File: config.mk
export PLATFORM = sky130hd
export DESIGN_NAME = flop_bank_arb
export DESIGN_NICKNAME = d
export VERILOG_FILES = /design/src/rtl/flop_bank_arb_pkg.sv /design/src/rtl/flop_bank_arb_rr_arbiter.sv /design/src/rtl/flop_bank_arb.sv
export SDC_FILE = /design/constraint.sdc
export NUM_CORES = 1
export LEC_CHECK = 0
export CORE_MARGIN = 5
export CORE_UTILIZATION = 60
export DETAILED_ROUTE_END_ITERATION = 7
export PLACE_DENSITY = 0.82
export SKIP_CTS_REPAIR_TIMING = 1
export SLEW_MARGIN = 40
export SYNTH_ARGS = -nofsm -noshare
export SYNTH_HDL_FRONTEND = slang
export SYNTH_HIERARCHICAL = 1
export SYNTH_SLANG_ARGS = --single-unit
export TNS_END_PERCENT = 5
File: constraint.sdc
create_clock -name clk -period 12.66 [get_ports clk]
set_clock_uncertainty 0.15 [all_clocks]
set_input_delay 2.532 -clock clk [delete_from_list [all_inputs] [get_ports clk]]
set_output_delay 2.532 -clock clk [all_outputs]
set_load 0.005 [all_outputs]
File: src/rtl/flop_bank_arb_pkg.sv
// Shared definitions for the flop bank arbiter: FSM encoding, widths and
// an elaboration-time log2 helper.
package flop_bank_pkg;

  typedef enum logic {
    IDLE  = 1'b0,
    CLEAR = 1'b1
  } state_e;

  // Width of grant_id; enough for up to 8 requesters.
  localparam int GRANT_IDW = 3;

  // Ceiling log2, used to check that AW matches DEPTH.
  function automatic int clog2(input int n);
    int r;
    r = 0;
    for (int v = 1; v < n; v = v * 2) r++;
    return r;
  endfunction

endpackage

File: src/rtl/flop_bank_arb_rr_arbiter.sv
// Pointer-based round-robin arbiter: combinational one-hot grant, with the
// search starting at a registered pointer that moves past each winner.
module rr_arbiter
  import flop_bank_pkg::*;
#(
  parameter int NREQ = 4
) (
  input  logic                 clk,
  input  logic                 rst,
  input  logic                 en,
  input  logic [NREQ-1:0]      valid,
  output logic [NREQ-1:0]      grant,
  output logic [GRANT_IDW-1:0] grant_idx,
  output logic                 grant_any
);

  logic [GRANT_IDW-1:0] ptr_q, ptr_d;

  // True when requester j (0..NREQ-1) is requesting; loop keeps indices constant.
  function automatic logic valid_at(input logic [NREQ-1:0] v, input int j);
    logic r;
    r = 1'b0;
    for (int i = 0; i < NREQ; i++) if (i == j) r = v[i];
    return r;
  endfunction

  // Scan from ptr downward-in-priority so the nearest requester above ptr wins last.
  always_comb begin
    grant_any = 1'b0;
    grant_idx = '0;
    for (int k = NREQ - 1; k >= 0; k--) begin
      if (en && valid_at(valid, (int'(ptr_q) + k) % NREQ)) begin
        grant_any = 1'b1;
        grant_idx = GRANT_IDW'((int'(ptr_q) + k) % NREQ);
      end
    end
    for (int i = 0; i < NREQ; i++) begin
      grant[i] = grant_any && (grant_idx == GRANT_IDW'(i));
    end
    ptr_d = ptr_q;
    if (grant_any) begin
      ptr_d = (grant_idx == GRANT_IDW'(NREQ - 1)) ? '0 : grant_idx + GRANT_IDW'(1);
    end
  end

  // Pointer register; only a completed handshake moves it.
  always_ff @(posedge clk) begin
    if (rst) ptr_q <= '0;
    else     ptr_q <= ptr_d;
  end

endmodule

File: src/rtl/flop_bank_arb.sv
// Shared DEPTH x WIDTH flop bank with a round-robin write arbiter, a
// registered read port and a one-entry-per-cycle clear sequencer.
//
// Handshake: a write transfers at the posedge where req_valid[i] and
// req_ready[i] are both high. req_ready is combinational and one-hot;
// requesters hold valid/addr/data until ready, and may drop valid early
// (no write then). No grant is given in CLEAR, on a clr_start cycle or
// during reset, so the clear sweep and the bank owner never collide.
module flop_bank_arb
  import flop_bank_pkg::*;
#(
  parameter int NREQ  = 4,
  parameter int WIDTH = 32,
  parameter int DEPTH = 16,
  parameter int AW    = 4
) (
  input  logic                   clk,
  input  logic                   rst,
  input  logic [NREQ-1:0]        req_valid,
  output logic [NREQ-1:0]        req_ready,
  input  logic [NREQ*AW-1:0]     req_addr,
  input  logic [NREQ*WIDTH-1:0]  req_data,
  input  logic                   rd_en,
  input  logic [AW-1:0]          rd_addr,
  output logic [WIDTH-1:0]       rd_data,
  output logic                   rd_valid,
  input  logic                   clr_start,
  output logic                   clr_busy,
  output logic [GRANT_IDW-1:0]   grant_id,
  output state_e                 dbg_state
);

  if (AW != clog2(DEPTH)) begin : g_bad_aw
    $error("flop_bank_arb: AW must equal log2(DEPTH)");
  end
  if (NREQ < 2 || NREQ > 8) begin : g_bad_nreq
    $error("flop_bank_arb: NREQ must be 2..8");
  end

  state_e                state_q, state_d;
  logic [AW-1:0]         cnt_q, cnt_d;
  logic                  clr_busy_q, clr_busy_d;
  logic [GRANT_IDW-1:0]  grant_id_q, grant_id_d;
  logic [WIDTH-1:0]      rd_data_q, rd_data_d;
  logic                  rd_valid_q, rd_valid_d;
  logic [WIDTH-1:0]      mem [DEPTH];

  logic                  arb_en;
  logic                  grant_any;
  logic [GRANT_IDW-1:0]  grant_idx;
  logic [AW-1:0]         wr_addr;
  logic [WIDTH-1:0]      wr_data;

  // Arbitrate only when the bank is idle and no sweep is being started.
  assign arb_en = !rst && (state_q == IDLE) && !clr_start;

  rr_arbiter #(.NREQ(NREQ)) u_arb (
    .clk       (clk),
    .rst       (rst),
    .en        (arb_en),
    .valid     (req_valid),
    .grant     (req_ready),
    .grant_idx (grant_idx),
    .grant_any (grant_any)
  );

  // Select the winner's address and data for the bank write.
  always_comb begin
    wr_addr = '0;
    wr_data = '0;
    for (int i = 0; i < NREQ; i++) begin
      if (req_ready[i]) begin
        wr_addr = req_addr[i*AW +: AW];
        wr_data = req_data[i*WIDTH +: WIDTH];
      end
    end
  end

  // Next-state for the clear FSM, grant id and read port.
  always_comb begin
    state_d = state_q;
    cnt_d   = cnt_q;
    case (state_q)
      IDLE: begin
        if (clr_start) begin
          state_d = CLEAR;
          cnt_d   = '0;
        end
      end
      CLEAR: begin
        cnt_d = cnt_q + 1'b1;
        if (cnt_q == AW'(DEPTH - 1)) state_d = IDLE;
      end
      default: state_d = IDLE;
    endcase
    clr_busy_d = (state_d == CLEAR);
    grant_id_d = grant_any ? grant_idx : grant_id_q;
    rd_valid_d = rd_en;
    rd_data_d  = rd_en ? mem[rd_addr] : rd_data_q;
  end

  // FSM state, sweep counter and all registered outputs.
  always_ff @(posedge clk) begin
    if (rst) begin
      state_q    <= IDLE;
      cnt_q      <= '0;
      clr_busy_q <= 1'b0;
      grant_id_q <= '0;
      rd_data_q  <= '0;
      rd_valid_q <= 1'b0;
    end else begin
      state_q    <= state_d;
      cnt_q      <= cnt_d;
      clr_busy_q <= clr_busy_d;
      grant_id_q <= grant_id_d;
      rd_data_q  <= rd_data_d;
      rd_valid_q <= rd_valid_d;
    end
  end

  // Bank storage, not reset; reset also blocks the pending sweep write.
  always_ff @(posedge clk) begin
    if (!rst) begin
      if (state_q == CLEAR)  mem[cnt_q]   <= '0;
      else if (grant_any)    mem[wr_addr] <= wr_data;
    end
  end

  assign rd_data   = rd_data_q;
  assign rd_valid  = rd_valid_q;
  assign clr_busy  = clr_busy_q;
  assign grant_id  = grant_id_q;
  assign dbg_state = state_q;

endmodule

# --- Yosys cells after proc, flatten, opt, wreduce, memory -nomap -nowiden ---
# Memory sizes are Yosys's and may differ from the RTL's. A register that Yosys moved wholly into a read port is not among the register bits.
# Cells that the tools add are included.
# W data, S select, Z words.
word_totals:
  ram_bits: 512
  out_inout_bits: 42
  ff_bits: 11
  word_cells: 101
  memories: 1
  input_bits: 156
op_classes:
  n_mux: 48
  eq_ne: 17
  n_reduce_logical: 21
  n_addsub: 5
  n_bitwise: 4
memory_table:
  columns: ["memory", "depth", "word_bits", "read_ports", "rd_ports_with_merged_regs", "write_ports", "line_no", "source"]
  rows:
  - ["mem", 16, 32, 1, 1, 1, "flop_bank_arb.sv:46", "logic [WIDTH-1:0] mem [DEPTH];"]
ops:
  columns: ["cell", "n"]
  rows:
  - ["$mux W32", 5]
  - ["$logic_not A32 Y1", 4]
  - ["$reduce_or A32 Y1", 1]
  - ["$mux W1", 30]
  - ["$mux W4", 6]
  - ["$eq A3 B3 Y1 const A", 6]
  - ["$mux W3", 4]
  - ["$logic_and A1 B1 Y1", 10]
  - ["$eq A2 B3 Y1 const A", 3]
  - ["$pmux W4 S2", 1]
  - ["$eq A3 B2 Y1 const B", 2]
  - ["$reduce_or A2 Y1", 3]
  - ["$add A2 B1 Y2 const B", 2]
  - ["$add A2 B2 Y2 const B", 2]
  - ["$add A4 B1 Y4 const B", 1]
  - ["$eq A2 B2 Y1 const A", 2]
  - ["$eq A4 B4 Y1 const B", 1]
  - ["$and A1 B1 Y1 const A", 3]
  - ["$eq A3 B1 Y1 const B", 1]
  - ["$logic_not A3 Y1", 1]
  - ["$eq A1 B2 Y1 const A", 1]
  - ["$logic_not A1 Y1", 2]
  - ["$mux W2", 1]
  - ["$ne A2 B2 Y1 const B", 1]
  - ["other kinds (2)", 2]

# --- Depth between registers and ports, before layout ---
# Gate-level depths: netlist of the first run.
depth:
  ltp_word: 20
  ltp_mapped: 16
  mapped_depth_nobuf: 13

# --- By module ---
# Netlist of the first run, hierarchy kept.
by_module_without_submodules:
  columns: ["module", "instances", "seq_area_each_um2", "cells_per_inst", "area_per_inst_um2"]
  rows:
  - ["flop_bank_arb", 1, 16195.5, 1474, 22303.9]
  - ["rr_arbiter", 1, 40.0, 72, 569.3]

# --- Worst setup path before layout of the first run ---
# Ideal clock, no wire load.
synth_path:
  kind: "input to register"
  from: "input port rst"
  to: "memory mem[12][0], enable pin"
  setup_ns: 0.501
  arrival_ns: 8.600
  stages: 15
  n_path_buf: 4
  required_time_ns: 12.009
  path_slack_ns: 3.408
  cell_sequence: "buf_2 > clkbuf_1 > nor3_1 > clkbuf_2 > nor3b_1 > a32o_1 > o21ai_1 > a22oi_1 > ha_1 > nor2b_1 > clkbuf_1 > a21oi_1 > a2111o_1 > a311o_1 > nor4_1"
synth_via:
  elab_cells_between_ends: 36
  classes_between: "3 x eq/ne; 20 x mux; 13 x reduce/logical"
synth_rtl:
  columns: ["element", "line_no", "source"]
  rows:
  - ["from (decl)", "flop_bank_arb.sv:18", "input logic rst,"]
  - ["$logic_not A1 Y1 (*)", null, null]
  - ["$logic_and A1 B1 Y1 (*) (2 in a row)", "flop_bank_arb.sv:55", "assign arb_en = !rst && (state_q == IDLE) && !clr_start;"]
  - ["net arb_en", "flop_bank_arb.sv:48", "logic arb_en;"]
  - ["$logic_and A1 B1 Y1", "flop_bank_arb_rr_arbiter.sv:32", "if (en && valid_at(valid, (int'(ptr_q) + k) % NREQ)) begin"]
  - ["$mux W3 (4 in a row)", "flop_bank_arb_rr_arbiter.sv:32", null]
  - ["$eq A3 B2 Y1", "flop_bank_arb_rr_arbiter.sv:38", "grant[i] = grant_any && (grant_idx == GRANT_IDW'(i));"]
  - ["$logic_and A1 B1 Y1 (*)", "flop_bank_arb_rr_arbiter.sv:38", null]
  - ["net req_ready[2]", "flop_bank_arb.sv:20", "output logic [NREQ-1:0] req_ready,"]
  - ["$mux W4 (*) (2 in a row)", "flop_bank_arb.sv:72", "if (req_ready[i]) begin"]
  - ["$mux W4 (no line) (*)", null, null]
  - ["to (decl)", "flop_bank_arb.sv:46", null]
# The timed path passes the listed nets; every way through them passes the cells marked *.

# --- Worst setup path in the final report of the first run ---
layout_path:
  from: "input port clr_start"
  to: "output port req_ready[0]"
layout_via:
  elab_chain_len: 9
  elab_cells_between_ends: 16
  classes_between: "8 x mux; 8 x reduce/logical"
layout_lines:
  columns: ["element", "line_no", "source"]
  rows:
  - ["from (decl)", "flop_bank_arb.sv:27", "input logic clr_start,"]
  - ["$logic_not A1 Y1 (*)", "flop_bank_arb.sv:55", null]
  - ["$logic_and A1 B1 Y1 (*)", "flop_bank_arb.sv:55", null]
  - ["net arb_en", "flop_bank_arb.sv:48", null]
  - ["$logic_and A1 B1 Y1", "flop_bank_arb_rr_arbiter.sv:32", null]
  - ["$mux W3 (4 in a row)", "flop_bank_arb_rr_arbiter.sv:32", null]
  - ["$logic_not A3 Y1", "flop_bank_arb_rr_arbiter.sv:38", null]
  - ["$logic_and A1 B1 Y1 (*)", "flop_bank_arb_rr_arbiter.sv:38", null]
  - ["to (decl)", "flop_bank_arb.sv:20", null]
# Marked as above.

==> metrics.md, run 1 <==
| Metric | Value |
|---|---|
| Outcome | `complete, no violations` |
| Hold Path Depth | `2` |
| IO Port Bufs | `197` |
| Setup violations, final | `0` |
| R2r endpoint | `mem[7][10]` |
| Avg Inst Size Synth | `14.8 um^2` |
| Initial DRC count | `1,471` |
| CORE AREA | `37,700 um^2` |
| Reg2Reg Launch Point | `u_arb/ptr_q[0]` |
| Full die area | `42,100 um^2` |
| Starting Density | `60.7%` |
| Final period utilization | `66.7%` |
| CP required | `9.98 ns` |
| Io pins | `198` |
| Top_reg_cell synth | `edfxtp_1` |
| Post-synthesis cell type count | `50` |
| Hold_ws | `0.309 ns` |
| Clock-pin slew on the worst setup and hold paths | `0.06 ns` |
| Fmax | `118 MHz` |
| Register bit total from synthesis | `555` |
| Hold Vio Cnt, Final | `0` |
| Max Cap Viol | `0` |
| Wire length per cell | `25.2 um` |
| RSZ-0062 raised after global routing | `false` |
| # fillers | `2,342` |
| Fin crit period | `8.44 ns` |
| WHS Endpoint | `rd_data[5]` |
| Syn Nets | `1,715` |
| CP dominant cell by count | `clkdlybuf4s50_1` |
| FF-to-FF path depth | `14` |
| Synth-to-layout area growth | `19.8%` |
| Least-Margin Pin Slew | `0.866 ns` |
| # nets final | `1,904` |
| Worst VDD drop | `0.107 mV` |
| DRT Pass-1 Iters | `6` |
| Sum Neg Setup Slack | `0 ns` |
| GRT overflow | `0` |
| Post-Synthesis Cells | `1,546` |
| Start point of the worst hold path | `rd_data[5]` |
| Clk Latency, worst-skew pair | `0.56 ns` |
| Via count | `14,400` |
| Main area contributors after synthesis | `edfxtp_1, mux2i_1, dfxtp_1` |
| CTS tree | `yes` |
| Ys async rst share | `0%` |
| DR DRC count | `0` |
| Root Driver | `clkbuf_16` |
| EDFF count, synth | `512` |
| Clk sinks | `555` |
| Share of cells above drive strength 1 | `9.79%` |
| Row cnt | `71` |
| GP Congestion | `0.851` |
| Synth top area share | `67.2%` |
| Most numerous cell in the Yosys netlist | `edfxtp_1` |
| Area leader, netlist | `edfxtp_1` |
| CP max stage delay | `0.60 ns` |
| ANT nets after route | `0` |
| Die Ht | `205 um` |
| Routed wire length | `57,600 um` |
| Crit. Startpoint | `clr_start` |
| Initial antenna violation count | `0` |
| PwrDens | `147 nW/um^2` |
| Slew HR | `42.3%` |
| Vias per inst | `6.27` |
| Gr usage total | `26.9%` |
| Hold Path Class | `reg -> reg` |
| H-tree levels | `2` |
| Diode count | `0` |
| Arr. time, crit path | `5.76 ns` |
| CP Class | `in -> out` |
| Hpwl dp | `30,100 um` |
| Worst R2R Setup Slack | `7.12 ns` |
| Largest net degree at the start of global routing | `129` |
| CP Launch Type | `input pin` |
| Ys Warns | `6` |
| Vias in the first global route | `14,700` |
| Clock buffer depth | `3` |
| Clock buffers created by TritonCTS | `52` |
| Final Max Slew Viols | `0` |
| DIE WIDTH | `205 um` |
| Slowest cell on crit path | `clkdlybuf4s50_1` |
| First-pass GRT wire length | `85,400 um` |
| Maximum fanout along the worst path | `9` |
| Leakage | `8.91 nW` |
| Post-synth top cells | `edfxtp_1, mux2i_1, nand2_1` |
| Post-Syn Area | `22,900 um^2` |
| Worst path cell trace | `clkdlybuf4s50_1 -> nor3_2 -> nor3b_1 -> a32o_1 -> o21ai_1 -> a22oi_1 -> ha_1 -> nor2b_1 -> clkdlybuf4s50_1` |
| Crit end category | `primary output` |
| Post-synthesis sequential area ratio | `71.0%` |
==> critical path, delay by kind of cell <==
| family | cells | cell delay [ns] |
|---|---|---|
| adder cells (fa/ha/maj) | 1 | 0.19 |
| AND/OR/NAND/NOR | 3 | 1.15 |
| AO/OA/AOI/OAI | 3 | 0.77 |
| buffers and inverters | 2 | 1.12 |
==> power by group <==
group	leakage (nW)	internal (W)	switching, W
Sequential	4.33	0.00205	0.0000219
Clock	0.795	0.000865	0.000629
Combinational	3.79	0.000194	0.000262
==> worst max-delay path by stage <==
| stage | endpoint |
|---|---|
| 6_report | req_ready[0] |
| 5_1_grt | req_ready[0] |
| 4_1_cts | req_ready[0] |
| 3_5_place_dp | req_ready[0] |
| 3_3_place_gp | req_ready[0] |
| 2_1_floorplan | mem[12][0] |
==> registers in the layout, indices dropped and copies added, names as in the netlist <==
register     flops
clr_busy         1
cnt_q            4
grant_id         3
rd_valid         1
u_arb/ptr_q      2
mem            512
rd_data         32
==> layout by cell type, fill, tap and decap left out, types with 6 or more instances in the layout <==
cell / n
edfxtp_1: 512
mux2i_1: 261
clkdlybuf4s50_1: 195
nand2_1: 140
nand3_1: 100
a21oi_1: 76
a22oi_1: 65
clkbuf_16: 54
dfxtp_1: 43
inv_1: 40
a221oi_1: 34
a211o_1: 32
a21oi_2: 30
buf_4: 27
clkbuf_1: 21
nor4_2: 16
ha_1: 13
nor2_1: 12
nor2b_4: 6
o21ai_0: 6
clkinv_1: 6
buf_6: 6
==> logic make-up after synthesis <==
group / after synthesis / share of synthesized area (%)
buffers and inverters: 140 / 2.45
muxes: 262 / 11.5
AOI/OAI and AO/OA: 267 / 8.01
adders and majority gates: 13 / 0.711
and+or+nand+nor: 308 / 6.36
DFF: 555 / 71.0
other: 1 / 0.0164
==> metal layers <==
layer / vias to the layer above / routed length (um) / share of wire [%] / GRT usage (%)
li1: 6365 / - / - / -
met1: 7095 / 21800 / 38 / 36.0
met2: 795 / 29000 / 50 / 46.3
met3: 98 / 5660 / 9.8 / 4.57
met4: 0 / 1190 / 2.1 / 6.99
met5: - / 0 / 0 / 0
==> metrics by stage <==
stage	power [W]	instance area [um^2]	setup WS, ns	utilization [%]	instances
floorplan	0.00235	22900	3.41	-	1546
global placement	0.00252	25500	3.84	67.7	2187
detailed placement	0.00255	25600	3.58	68.0	2190
CTS	0.00402	27300	3.56	72.4	2286
global route	0.00415	27400	4.07	72.7	2288
finish	0.00403	27400	4.22	72.7	2288
==> final cells by class <==
cell class                      instances  area, um^2  area share, %
Sequential cell                       555       16200           59.3
Multi-Input combinational cell        851        6380           23.3
Timing Repair Buffer                  235        2340           8.55
Clock buffer                           78        1470           5.37
Tap cell                              511         639           2.33
Clock inverter                         18         181          0.662
Inverter                               40         150          0.548
Note: power is estimated with default switching activity, not from simulation.
==> run 2: changes to the inputs <==
CORE_UTILIZATION = 52   (was 60)
PLACE_DENSITY = 0.76   (was 0.82)
clock period = 7 ns   (was 12.66 ns; I/O delays follow)
==> run 2 against run 1 <==
Against the previous run:
- sequential power grew 80%
- sequential share of layout area shrank 0.99 points
- utilization decreased by 8.3 points
- via count rose by 0.84%
- first-iteration DRC count is 8.6% lower
- register-to-register slack got worse by 5.5 ns
- worst hold slack improved by 0.00079 ns
- die area increased by 15%
- combinational power grew 78%
- clock-buffer cell count grew 1
- largest power group unchanged
- highest routed layer is now met5
==> metrics.md, run 2 (synthesis results as in run 1) <==
| Metric | Value |
|---|---|
| Outcome | `complete, no violations` |
| Worst R2R Setup Slack | `1.62 ns` |
| Max Cap Viol | `0` |
| Storage element area | `16,200 um^2` |
| DR DRC count | `0` |
| Reg2Reg Launch Point | `u_arb/ptr_q[0]` |
| CORE AREA | `43,300 um^2` |
| Full die area | `48,300 um^2` |
| Fin crit period | `6.17 ns` |
| Hold Vio Cnt, Final | `0` |
| Top reg by flops | `mem` |
| Vias in the first global route | `14,800` |
| Logic gate share of total power | `11.0%` |
| Power share of the clock group | `38.5%` |
| Slew HR | `48.4%` |
| Reg power frac | `50.6%` |
| Die Ht | `220 um` |
| Sum Neg Setup Slack | `0 ns` |
| Worst VDD drop | `0.213 mV` |
| Routed wire length | `56,800 um` |
| DIE WIDTH | `220 um` |
| Psw | `0.00168 W` |
| Vias per inst | `6.03` |
| Initial DRC count | `1,344` |
| Setup WS pre-CTS | `0.771 ns` |
| Starting Density | `52.9%` |
| Critical path destination | `req_ready[0]` |
| Non-Filler Instances | `2,399` |
| Synth-to-layout area growth | `21.8%` |
| Row cnt | `76` |
| Most frequent cells in the layout | `edfxtp_1, mux2i_1, clkdlybuf4s50_1, nand2_1, a21oi_1` |
| Most common cell after layout, fill and taps aside | `edfxtp_1` |
| Least-Margin Pin Slew | `0.773 ns` |
| Via count | `14,500` |
| Share of cells above drive strength 1 | `10.4%` |
| Arr. time, crit path | `4.62 ns` |
| # nets final | `1,940` |
| FF-to-FF path depth | `12` |
| Highest metal used | `met5` |
| IO Port Bufs | `197` |
| Io pins | `198` |
| GRT overflow | `0` |
| Placed cells | `2,299` |
| Sw frac | `22.6%` |
| Clock buffers created by TritonCTS | `53` |
| CP required | `5.45 ns` |
| Setup WS post-layout | `0.832 ns` |
| H-tree levels | `2` |
| # fillers | `2,975` |
| ANT nets after route | `0` |
| CP Class | `in -> out` |
| CTS tree | `yes` |
| Clk sinks | `555` |
| Area taken by multi-input logic gates | `6280 um^2` |
| Hold Path Class | `reg -> reg` |
| Largest net degree at the start of global routing | `121` |
| Hpwl dp | `34,200 um` |
| Root Driver | `clkbuf_16` |
| Pint | `0.00574 W` |
| R2r endpoint | `mem[8][15]` |
| Final Max Slew Viols | `0` |
| Largest register FFs | `512` |
| RSZ-0062 raised after global routing | `false` |
| Final period utilization | `88.1%` |
| First-pass GRT wire length | `85,200 um` |
| DRT Pass-1 Iters | `5` |
| Initial antenna violation count | `1` |
| GP Congestion | `0.866` |
| Maximum fanout along the worst path | `9` |
| CP Launch Type | `input pin` |
| Wl on met1 | `23,200 um` |
| Leakage | `9.18 nW` |
| Clk Latency, worst-skew pair | `0.59 ns` |
| Gr usage total | `23.1%` |
| Clock-pin slew on the worst setup and hold paths | `0.06 ns` |
| Crit. Startpoint | `clr_start` |
| Crit end category | `primary output` |
| Fmax | `162 MHz` |
| Detailed-routed wire length on met2 | `27,100 um` |
| Wire length per cell | `23.7 um` |
| PwrDens | `266 nW/um^2` |
| Met3 WL | `5190 um` |
| Diode count | `0` |
| Post-layout util | `64.4%` |
| Setup violations, final | `0` |
| Clock buffer depth | `3` |
[run 2: cell types whose count changed in the layout (fill, tap and decap cells not counted), sizes merged]
cell           previous run  this run
clkdlybuf4s50           195       196
bufinv                    3         4
inv                      40        41
clkbuf                   78        79
buf                      40        74
clkinv                   13        12
[run 2: critical path: stages]
cell,delay [ns]
clkdlybuf4s50_1,0.48
nor3_1,0.19
buf_4,0.19
nor3b_1,0.29
a32o_1,0.31
o21ai_1,0.16
a22oi_1,0.32
ha_1,0.19
nor2b_1,0.48
clkdlybuf4s50_1,0.62
[run 2: worst min path at each step]
| stage | from | to | slack [ns] | cells after the start |
|---|---|---|---|---|
| after CTS | rd_data[2] | rd_data[2] | 0.31 | 2 |
| after global routing | rd_data[0] | rd_data[0] | 0.34 | 2 |
| after floorplan | rd_data[0] | rd_data[0] | 0.30 | 2 |
| final | rd_data[2] | rd_data[2] | 0.31 | 2 |
| after global placement | rd_data[8] | rd_data[8] | 0.29 | 2 |
| after detailed placement | rd_data[2] | rd_data[2] | 0.30 | 2 |
[run 2: power groups by stage]
stage	combinational [W]	sequential (W)	clock [W]
after global routing	0.000872	0.00376	0.00304
after detailed placement	0.000796	0.00382	0
after floorplan	0.000441	0.00382	0
after CTS	0.000801	0.00376	0.00289
after global placement	0.000767	0.00382	0
final	0.000813	0.00375	0.00285
[run 2: per-stage QoR]
stage / area (um^2) / total power [W] / hold slack, ns
2_1_floorplan: 22900 / 0.00426 / 0.300
3_3_place_gp: 25900 / 0.00459 / 0.293
3_5_place_dp: 26000 / 0.00462 / 0.297
4_1_cts: 27800 / 0.00744 / 0.312
5_1_grt: 27900 / 0.00767 / 0.336
6_report: 27900 / 0.00742 / 0.310
[run 2: final cells by class]
cell class / instances / share of cell area [%]
clock buffer: 79 / 5.55
clock inverter: 19 / 0.777
inverter: 40 / 0.539
multi-input combinational: 851 / 22.5
sequential: 555 / 58.3
tap: 585 / 2.63
timing repair buffer: 270 / 9.71
[run 2: layer usage]
layer  track usage (%)  vias to the layer above
met5                 0                        -
met1              31.5                     7245
met3              4.90                      101
met4              6.41                        2
li1                  -                     6438
met2              38.1                      687
==> run 3: changes to the inputs <==
CAP_MARGIN = 20   (was not set)
CORE_ASPECT_RATIO = 1.1   (was not set)
GPL_ROUTABILITY_DRIVEN = 0   (was not set)
==> run 3 against run 2 <==
Against the previous run:
- register-to-register slack worse by 0.09 ns
- combinational power is 2% higher
- largest power group unchanged
- die area hardly changed
==> metrics.md, run 3 (synthesis results as in run 1) <==
| Metric | Value |
|---|---|
| DRT Pass-1 Iters | `5` |
| Fin crit period | `6.25 ns` |
| Root Driver | `clkbuf_16` |
| Power Total | `0.00721 W` |
| Wire length per cell | `24.3 um` |
| PwrDens | `262 nW/um^2` |
| Leakage | `9.07 nW` |
| Largest register FFs | `512` |
| CP Launch Type | `input pin` |
| Most frequent cells in the layout | `edfxtp_1, mux2i_1, clkdlybuf4s50_1, nand2_1, a21oi_1` |
| Initial DRC count | `1,517` |
| Row cnt | `80` |
| Setup violations, final | `0` |
| CTS tree | `yes` |
| Share of cells above drive strength 1 | `9.73%` |
| Maximum fanout along the worst path | `25` |
| Largest net degree at the start of global routing | `84` |
| Fmax | `160 MHz` |
| DR DRC count | `0` |
| GRT overflow | `0` |
| Final Max Slew Viols | `0` |
| RSZ-0062 raised after global routing | `false` |
| Synth-to-layout area growth | `20.5%` |
| Via count | `14,400` |
| Hold_ws | `0.301 ns` |
| Arr. time, crit path | `4.70 ns` |
| Psw | `0.00165 W` |
| Starting Density | `52.7%` |
| Hpwl dp | `37,900 um` |
| Sw frac | `22.8%` |
| Diode count | `0` |
| Worst VDD drop | `0.159 mV` |
| Max Cap Viol | `0` |
| DIE WIDTH | `210 um` |
| CP Class | `in -> out` |
| Most common cell after layout, fill and taps aside | `edfxtp_1` |
| Pint | `0.00556 W` |
| Vias in the first global route | `14,100` |
| Least-Margin Pin Slew | `0.831 ns` |
| Gr usage total | `23.3%` |
| Hold Path Class | `reg -> reg` |
| Final period utilization | `89.4%` |
| Clock buffer depth | `3` |
| Initial antenna violation count | `0` |
| Power share of the clock group | `36.5%` |
| Routed wire length | `58,000 um` |
| Slew HR | `44.5%` |
| First-pass GRT wire length | `86,300 um` |
| Reg power frac | `52.1%` |
| Hold Vio Cnt, Final | `0` |
| Io pins | `198` |
| Logic gate share of total power | `11.5%` |
| Outcome | `complete, no violations` |
| CORE AREA | `43,400 um^2` |
| Top reg by flops | `mem` |
| # nets final | `1,938` |
| Clk sinks | `555` |
| Crit end category | `primary output` |
| Die Ht | `230 um` |
| Setup WS post-layout | `0.745 ns` |
| Clock-pin slew on the worst setup and hold paths | `0.06 ns` |
| Clk Latency, worst-skew pair | `0.57 ns` |
| ANT nets after route | `0` |
| Clock buffers created by TritonCTS | `50` |
| Vias per inst | `6.04` |
| IO Port Bufs | `197` |
| H-tree levels | `2` |
| CP required | `5.45 ns` |
| Sum Neg Setup Slack | `0 ns` |
| Setup WS pre-CTS | `0.657 ns` |
| Full die area | `48,300 um^2` |
-- run 3: changes by cell type in the layout (fill, tap and decap cells not counted), sizes merged --
cell      previous run  this run
buf                 74        75
clkbuf              79        68
clkinv              12        17
clkinvlp             2         1
inv                 41        42
-- run 3: critical path, stage by stage --
cell and delay, ns:
clkdlybuf4s50_1 0.53, nor3_1 0.07, buf_4 0.19, nor3b_1 0.16, a32o_1 0.30, o21ai_1 0.31
a22o_1 0.25, ha_1 0.17, nor2b_4 0.66, clkdlybuf4s50_1 0.66
-- run 3: per-stage QoR --
step / instance area (um^2) / instances / utilization (%)
after floorplan: 22900 / 1546 / -
after global placement: 25900 / 2287 / 59.6
after detailed placement: 26000 / 2290 / 59.7
after CTS: 27500 / 2382 / 63.4
after global routing: 27600 / 2383 / 63.4
final: 27600 / 2383 / 63.4
-- run 3: worst paths after layout --
check / from / to / slack, ns / cells after the start
worst max-delay path: clr_start / req_ready[1] / 0.75 / 10
worst min-delay path: rd_data[13] / rd_data[13] / 0.30 / 2
worst max register to register: u_arb/ptr_q[0] / mem[12][16] / 1.53 / 14
worst min register to register: rd_data[13] / rd_data[13] / 0.30 / 2
-- run 3: area by class of cell --
cell class | instances | area [um^2]
Sequential cell | 555 | 16200
Fill cell | 3109 | 15900
Multi-Input combinational cell | 851 | 6270
Timing Repair Buffer | 271 | 2620
Clock buffer | 68 | 1350
Tap cell | 574 | 718
Clock inverter | 24 | 226
Inverter | 40 | 150
-- run 3: per-layer routing --
layer	wire [um]	share of wire [%]	track usage (%)	vias to the layer above
met5	0	0	0	-
met1	24200	42	34.7	7093
met4	1100	1.9	5.24	0
met2	26600	46	36.3	803
li1	-	-	-	6429
met3	6050	10	4.36	77
-- run 3: power groups by stage --
stage | clock network [W] | registers [W] | logic (W)
floorplan | 0 | 0.00382 | 0.000441
global placement | 0 | 0.00382 | 0.000790
detailed placement | 0 | 0.00382 | 0.000817
CTS | 0.00266 | 0.00375 | 0.000821
global route | 0.00280 | 0.00376 | 0.000884
finish | 0.00263 | 0.00375 | 0.000829
